--- src/rtl/count_pwm_gen.sv ---
// count_pwm_gen: registered PWM driven by an upstream free-running count.
// The duty is taken in through a valid/ready shadow register and applied only
// at the count wrap (max -> 0), so no period ever sees a partial duty change.
// A one-cycle wrap pulse marks each period boundary.
// Optional feature macro: PWM_WRAP_IRQ_EN adds irq/irq_clr, a sticky flag set on
// every wrap that applies a new duty.
module count_pwm_gen #(
  parameter int unsigned WIDTH = 8
) (
  input  logic             clk,
  input  logic             reset,
  input  logic [WIDTH-1:0] count,
  input  logic [WIDTH-1:0] duty_in,
  input  logic             duty_valid,
  output logic             duty_ready,
  output logic             pwm_out,
  output logic             wrap_pulse,
`ifdef PWM_WRAP_IRQ_EN
  input  logic             irq_clr,
  output logic             irq,
`endif
  output logic [WIDTH-1:0] duty_active
);

  logic [WIDTH-1:0] prev_count_q;
  logic [WIDTH-1:0] shadow_q, shadow_d;
  logic [WIDTH-1:0] active_q, active_d;
  logic             pending_q, pending_d;
  logic             pwm_q, pwm_d;
  logic             wrap_q;
  logic             wrap;
  logic             accept;
  logic             xfer;

  // Wrap detection, handshake and next-state for shadow/active/pending
  always_comb begin
    wrap      = (prev_count_q == {WIDTH{1'b1}}) && (count == '0);
    accept    = duty_valid && !pending_q;
    xfer      = wrap && pending_q;
    shadow_d  = shadow_q;
    active_d  = active_q;
    pending_d = pending_q;
    if (xfer) begin
      active_d  = shadow_q;
      pending_d = 1'b0;
    end else if (accept) begin
      // A capture on a wrap with nothing pending waits for the next wrap
      shadow_d  = duty_in;
      pending_d = 1'b1;
    end
    // Compare against the duty taking effect this edge so the count=0 sample
    // of a new period already uses the new duty
    pwm_d = (count < active_d);
  end

  // State registers, cleared asynchronously
  always_ff @(posedge clk or posedge reset) begin
    if (reset) begin
      prev_count_q <= '0;
      shadow_q     <= '0;
      active_q     <= '0;
      pending_q    <= 1'b0;
      pwm_q        <= 1'b0;
      wrap_q       <= 1'b0;
    end else begin
      prev_count_q <= count;
      shadow_q     <= shadow_d;
      active_q     <= active_d;
      pending_q    <= pending_d;
      pwm_q        <= pwm_d;
      wrap_q       <= wrap;
    end
  end

`ifdef PWM_WRAP_IRQ_EN
  logic irq_q;

  // Sticky transfer flag; clear wins over a same-cycle set
  always_ff @(posedge clk or posedge reset) begin
    if (reset) begin
      irq_q <= 1'b0;
    end else if (irq_clr) begin
      irq_q <= 1'b0;
    end else if (xfer) begin
      irq_q <= 1'b1;
    end
  end

  assign irq = irq_q;
`endif

  assign duty_ready  = !pending_q;
  assign pwm_out     = pwm_q;
  assign wrap_pulse  = wrap_q;
  assign duty_active = active_q;

endmodule

--- config.mk ---
export PLATFORM = sky130hd
export DESIGN_NAME = count_pwm_gen
export DESIGN_NICKNAME = d
export VERILOG_FILES = /design/src/rtl/count_pwm_gen.sv
export SDC_FILE = /design/constraint.sdc
export NUM_CORES = 1
export LEC_CHECK = 0
export ABC_AREA = 1
export BUFFER_PORTS_ARGS = -buffer_cell sky130_fd_sc_hd__buf_2
export CORE_MARGIN = 10
export CORE_UTILIZATION = 30
export DETAILED_ROUTE_END_ITERATION = 8
export PLACE_DENSITY = 0.48
export SLEW_MARGIN = 15
export SYNTH_ARGS = -nofsm -noshare
export SYNTH_HDL_FRONTEND = slang
export SYNTH_SLANG_ARGS = --single-unit
--- constraint.sdc ---
create_clock -name clk -period 2.2 [get_ports clk]
set_input_delay 0.11 -clock clk [delete_from_list [all_inputs] [get_ports clk]]
set_output_delay 0.11 -clock clk [all_outputs]
set_load 0.03 [all_outputs]
# [Yosys cells after proc, flatten, opt, wreduce, memory -nomap -nowiden]
# Cells that the tools add are included.
[totals] latch_bits=0 memories=0 ram_bits=0 output_inout_bits=11 register_bits=27 inputBits=19 wordCells=19 romBits=0
[classes] n_div=0 n_mul=0 eq_ne=1 n_reduce_logical=7 n_addsub=0 order_cmp=1 bitwise=1 n_mux=3 n_shift=0
[ops] cell="$eq 8x8->1 const B" count=1
[ops] cell="$logic_not 8->1" count=1
[ops] cell="$lt 8x8->1" count=1
[ops] cell="$mux 8" count=1
[ops] cell="$logic_and 1x1->1" count=3
[ops] cell="$mux 1" count=2
[ops] cell="$reduce_and 2->1" count=1
[ops] cell="$reduce_bool 2->1" count=1
[ops] cell="$logic_not 1->1" count=1
[ops] cell="$not 1->1" count=1

# [Logic depth before layout (Yosys ltp)]
[logic_depth] word_depth=5 depth_mapped=15 mapped_depth_nobuf=15

# [Worst setup path after synthesis]
# OpenSTA, ideal clock, no wires.
[synth_path] kind="reg2reg" startpoint="register prev_count_q[6]" endpoint="register pwm_q (netlist: pwm_out)" setup_ns=0.126 required_time_ns=2.074 path_stages_with_launch=14 period_less_slack_ns=1.663 slack_ns=0.537 arrival_ns=1.537 path_cell_list="dfrtp_1 nand2_1 inv_1 nand2_1 nor2_2 nand3_2 buf_2 nand2_1 nand2_1 inv_1 ha_1 nand2_1 o21ai_0 a21oi_2"
[synth_via] elab_chain_len=5
[synth_rtl] item="from (decl)" line="25" source="logic [WIDTH-1:0] prev_count_q;"
[synth_rtl] item="from (signal assigned)" line="66" source="prev_count_q <= count;"
[synth_rtl] item="$eq 8x8->1" line="37" source="wrap = (prev_count_q == {WIDTH{1'b1}}) && (count == '0);"
[synth_rtl] item="$logic_and 1x1->1" line="37"
[synth_rtl] item="$logic_and 1x1->1" line="39" source="xfer = wrap && pending_q;"
[synth_rtl] item="$mux 8" line="43" source="if (xfer) begin"
[synth_rtl] item="via active_d[7]" line="27" source="logic [WIDTH-1:0] active_q, active_d;"
[synth_rtl] item="$lt 8x8->1" line="53" source="pwm_d = (count < active_d);"
[synth_rtl] item="via pwm_d" line="29" source="logic pwm_q, pwm_d;"
[synth_rtl] item="to (signal assigned)" line="70" source="pwm_q <= pwm_d;"
[synth_rtl] item="to (decl)" line="29"
# The timed path passes the listed nets, and every way through them passes these cells.
# A chain may end at the register's enable or synchronous reset.

# [Final worst setup path]
[layout_path] startpoint="input port count[4]" endpoint="register pwm_q (netlist: pwm_out)"
[layout_via] elab_chain_len=5
[layout_rtl] item="from (decl)" line="12" source="input logic [WIDTH-1:0] count,"
[layout_rtl] item="$logic_not 8->1" line="37"
[layout_rtl] item="$logic_and 1x1->1" line="37"
[layout_rtl] item="$logic_and 1x1->1" line="39"
[layout_rtl] item="$mux 8" line="43"
[layout_rtl] item="$lt 8x8->1 (*)" line="53"
[layout_rtl] item="via pwm_d" line="29"
# Mark *: on every way through the listed nets, which the timed path passes. The rest lies on a longest branch.

==> flow_metrics.env <==
export IMPL_final_cell_mix="32 x nand2_1, 29 x buf_2, 27 x dfrtp_1, 20 x inv_1, 9 x dlygate4sd3_1"
export IMPL_drive_gt1_share_pct=31.5
export IMPL_numCtsBuffers=3
export IMPL_power_density_nw_per_um2=570
export IMPL_yosysUniqueCellTypes=18
export IMPL_routabilityCongestion=0.776
export IMPL_power_frac_clock_pct=30.8
export IMPL_max_stage_delay_ps=540
export IMPL_cp_cell_sequence="dlygate4sd3_1 > buf_2 > nor2_2 > nand2_1 > nor2_2 > nand3_2 > buf_4 > o21ai_2 > ha_1 > a21oi_1 > o21ai_1 > a21oi_2"
export IMPL_reg2reg_from="prev_count_q[6]"
export IMPL_synth_seq_cells=27
export IMPL_insertion_delay_ps=270
export IMPL_ios=30
export IMPL_drc_errors=0
export IMPL_final_util_pct=39.4
export IMPL_switchingPower_w=0.000205
export IMPL_cpMostUsedCell="nor2_2"
export IMPL_rsz0062_at_grt="false"
export IMPL_crit_start="count[4]"
export IMPL_crit_slowest_cell="dlygate4sd3_1"
export IMPL_cts_setup_buffers=0
export IMPL_maxSlewViolCount=0
export IMPL_combinationalPowerShare_pct=10.1
export IMPL_crit_path_start_kind="input pin"
export IMPL_coreArea_sq_um=3970
export IMPL_max_slew_margin_pct=75.0
export IMPL_drt_iter0_drc=14
export IMPL_multi_input_area_sq_um=452
export IMPL_htree_levels=1
export IMPL_p_int_w=0.000688
export IMPL_cp_required_ps=2410
export IMPL_seqPwrFrac_pct=59.0
export IMPL_seq_area_frac_synth_pct=55.7
export IMPL_cts_tree="done"
export IMPL_crit_end="pwm_out"
export IMPL_num_fill_cells=432
export IMPL_firstDrtPassIters=4
export IMPL_numPortBuffers=29
export IMPL_cp_end_kind="register"
export IMPL_switching_share_pct=22.9
export IMPL_viasPerCell=4.12
export IMPL_p_leak_nw=0.830
export IMPL_syn_num_nets=152
export IMPL_hold_viol=0
export IMPL_stdcell_area_sq_um=1570
export IMPL_detail_route_antenna_nets=0
export IMPL_finalCriticalPeriod_ps=2040
export IMPL_wl_per_cell_um=12.1
export IMPL_final_common_cell="nand2_1"
export IMPL_cts_sinks=27
export IMPL_diodes=0
export IMPL_placed_area_sq_um=1430
export IMPL_maxCapViolCount=0
export IMPL_start_util_pct=30.6
export IMPL_hold_ws_ps=65.4
export IMPL_arrival_ps=2250
export IMPL_status="completed"
export IMPL_clkTransAtPathRegs_ps=90
export IMPL_seq_area_sq_um=676
export IMPL_fin_skew_ps=4.40
export IMPL_fp_row_count=23
export IMPL_cp_buffers_inverters=3
export IMPL_setup_viol=0
export IMPL_rrSetupSlack_ps=360
export IMPL_antenna_found_initial=0
export IMPL_nets=195
export IMPL_syn_mean_instance_area_sq_um=9.63
export IMPL_fin_crit_sh_pct=92.9
export IMPL_critPathKind="input pin to register"
export IMPL_root_buffer="clkbuf_8"
export IMPL_ir_worst_vdd_uv=228
export IMPL_synthCells=126
export IMPL_hold_path_class="input pin to register"
export IMPL_die_y_um=83.6
export IMPL_crit_fanout=8
export IMPL_dieArea_sq_um=6990
export IMPL_wl_um=2640
export IMPL_grt_usage_pct=7.63
export IMPL_via_count=899
export IMPL_crit_family="buffers and inverters"
export IMPL_grt_pass1_vias=1028
export IMPL_synth_warning_count=0
export IMPL_final_setup_tns_ps=0
export IMPL_areaGrowthSynthToFinish_pct=29.0
export IMPL_chipWidth_um=83.6
export IMPL_grt_pass1_wl_um=4550
export IMPL_timing_rr_end="pwm_out"
export IMPL_worst_path_stages=12
export IMPL_hpwl_um=2150
export IMPL_tightestPinTransition_ps=374
export IMPL_overflow=0
export IMPL_fmax_mhz=489
export IMPL_r2r_cells=12
export IMPL_synth_area_sq_um=1210
export IMPL_cts_buffer_depth=2
export IMPL_grt_max_degree=28
## Yosys cell counts, drive strengths merged
library cell | count | area share, %
nand2 | 32 | 9.9
dfrtp | 27 | 56
inv | 21 | 6.5
nor2 | 12 | 4.7
a21oi | 7 | 3.2
ha | 7 | 7.2
mux2 | 5 | 4.6
o21ai | 5 | 3.0
nand4 | 3 | 1.5
buf | 2 | 0.82
nand3 | 2 | 1.2
and2 | 1 | 0.52
nor4 | 1 | 0.52
or2 | 1 | 0.52
## layout make-up
| class | instances | area share (%) |
|---|---|---|
| Sequential cell | 27 | 43.2 |
| Multi-Input combinational cell | 76 | 28.9 |
| Timing Repair Buffer | 40 | 16.0 |
| Inverter | 21 | 5.04 |
| Tap cell | 50 | 4.00 |
| Clock buffer | 3 | 2.64 |
| Clock inverter | 1 | 0.320 |
## flip-flops by register name (all words and copies together) (netlist names)
| register | cells |
|---|---|
| wrap_pulse | 1 |
| duty_active | 8 |
| prev_count_q | 8 |
| pending_q | 1 |
| pwm_out | 1 |
| shadow_q | 8 |
## per-stage QoR
stage / cells / power [W] / setup slack (ps)
global placement: 205 / 0.000614 / 345
floorplan: 126 / 0.000579 / 537
global route: 218 / 0.000946 / 4.08
detailed placement: 205 / 0.000617 / 321
CTS: 218 / 0.000913 / 140
finish: 218 / 0.000893 / 157
## what timing repair did
| item | in CTS | in global routing |
|---|---|---|
| gates resized for setup | 0 | 3 |
| hold buffers | 9 | 0 |
| endpoints found under the hold margin | 35 | 0 |
| endpoints found under the setup margin | 0 | 1 |
## power groups by stage
| stage | Clock, W | Combinational [W] | Sequential (W) |
|---|---|---|---|
| finish | 0.000275 | 0.0000904 | 0.000527 |
| global route | 0.000313 | 0.000104 | 0.000530 |
| CTS | 0.000293 | 0.0000925 | 0.000527 |
| detailed placement | 0 | 0.0000794 | 0.000537 |
| global placement | 0 | 0.0000773 | 0.000537 |
| floorplan | 0 | 0.0000419 | 0.000537 |
## routing by layer
| metal | track usage, % | share of wire (%) | vias up |
|---|---|---|---|
| met1 | 8.62 | 46 | 403 |
| met4 | 2.28 | 0.15 | 0 |
| met3 | 3.03 | 6.1 | 2 |
| li1 | - | - | 475 |
| met2 | 12.8 | 47 | 19 |
| met5 | 0 | 0 | - |
## worst min path at each step
| stage | from | to | depth (start not counted) |
|---|---|---|---|
| 6_report | duty_in[4] | shadow_q[4] | 2 |
| 5_1_grt | duty_in[7] | shadow_q[7] | 2 |
| 4_1_cts | duty_in[5] | shadow_q[5] | 2 |
| 3_5_place_dp | reset | shadow_q[3] | 3 |
| 3_3_place_gp | reset | shadow_q[3] | 3 |
| 2_1_floorplan | count[0] | prev_count_q[0] | 0 |
## cell families after synthesis
family                   count (synthesis)  share of synthesized area [%]
AND/OR/NAND/NOR                         52                           19.0
buffers and inverters                   23                           7.32
adder cells (fa/ha/maj)                  7                           7.22
flip-flops                              27                           55.7
multiplexers                             5                           4.64
AO/OA/AOI/OAI                           12                           6.19
(Power assumes the default switching activity.)
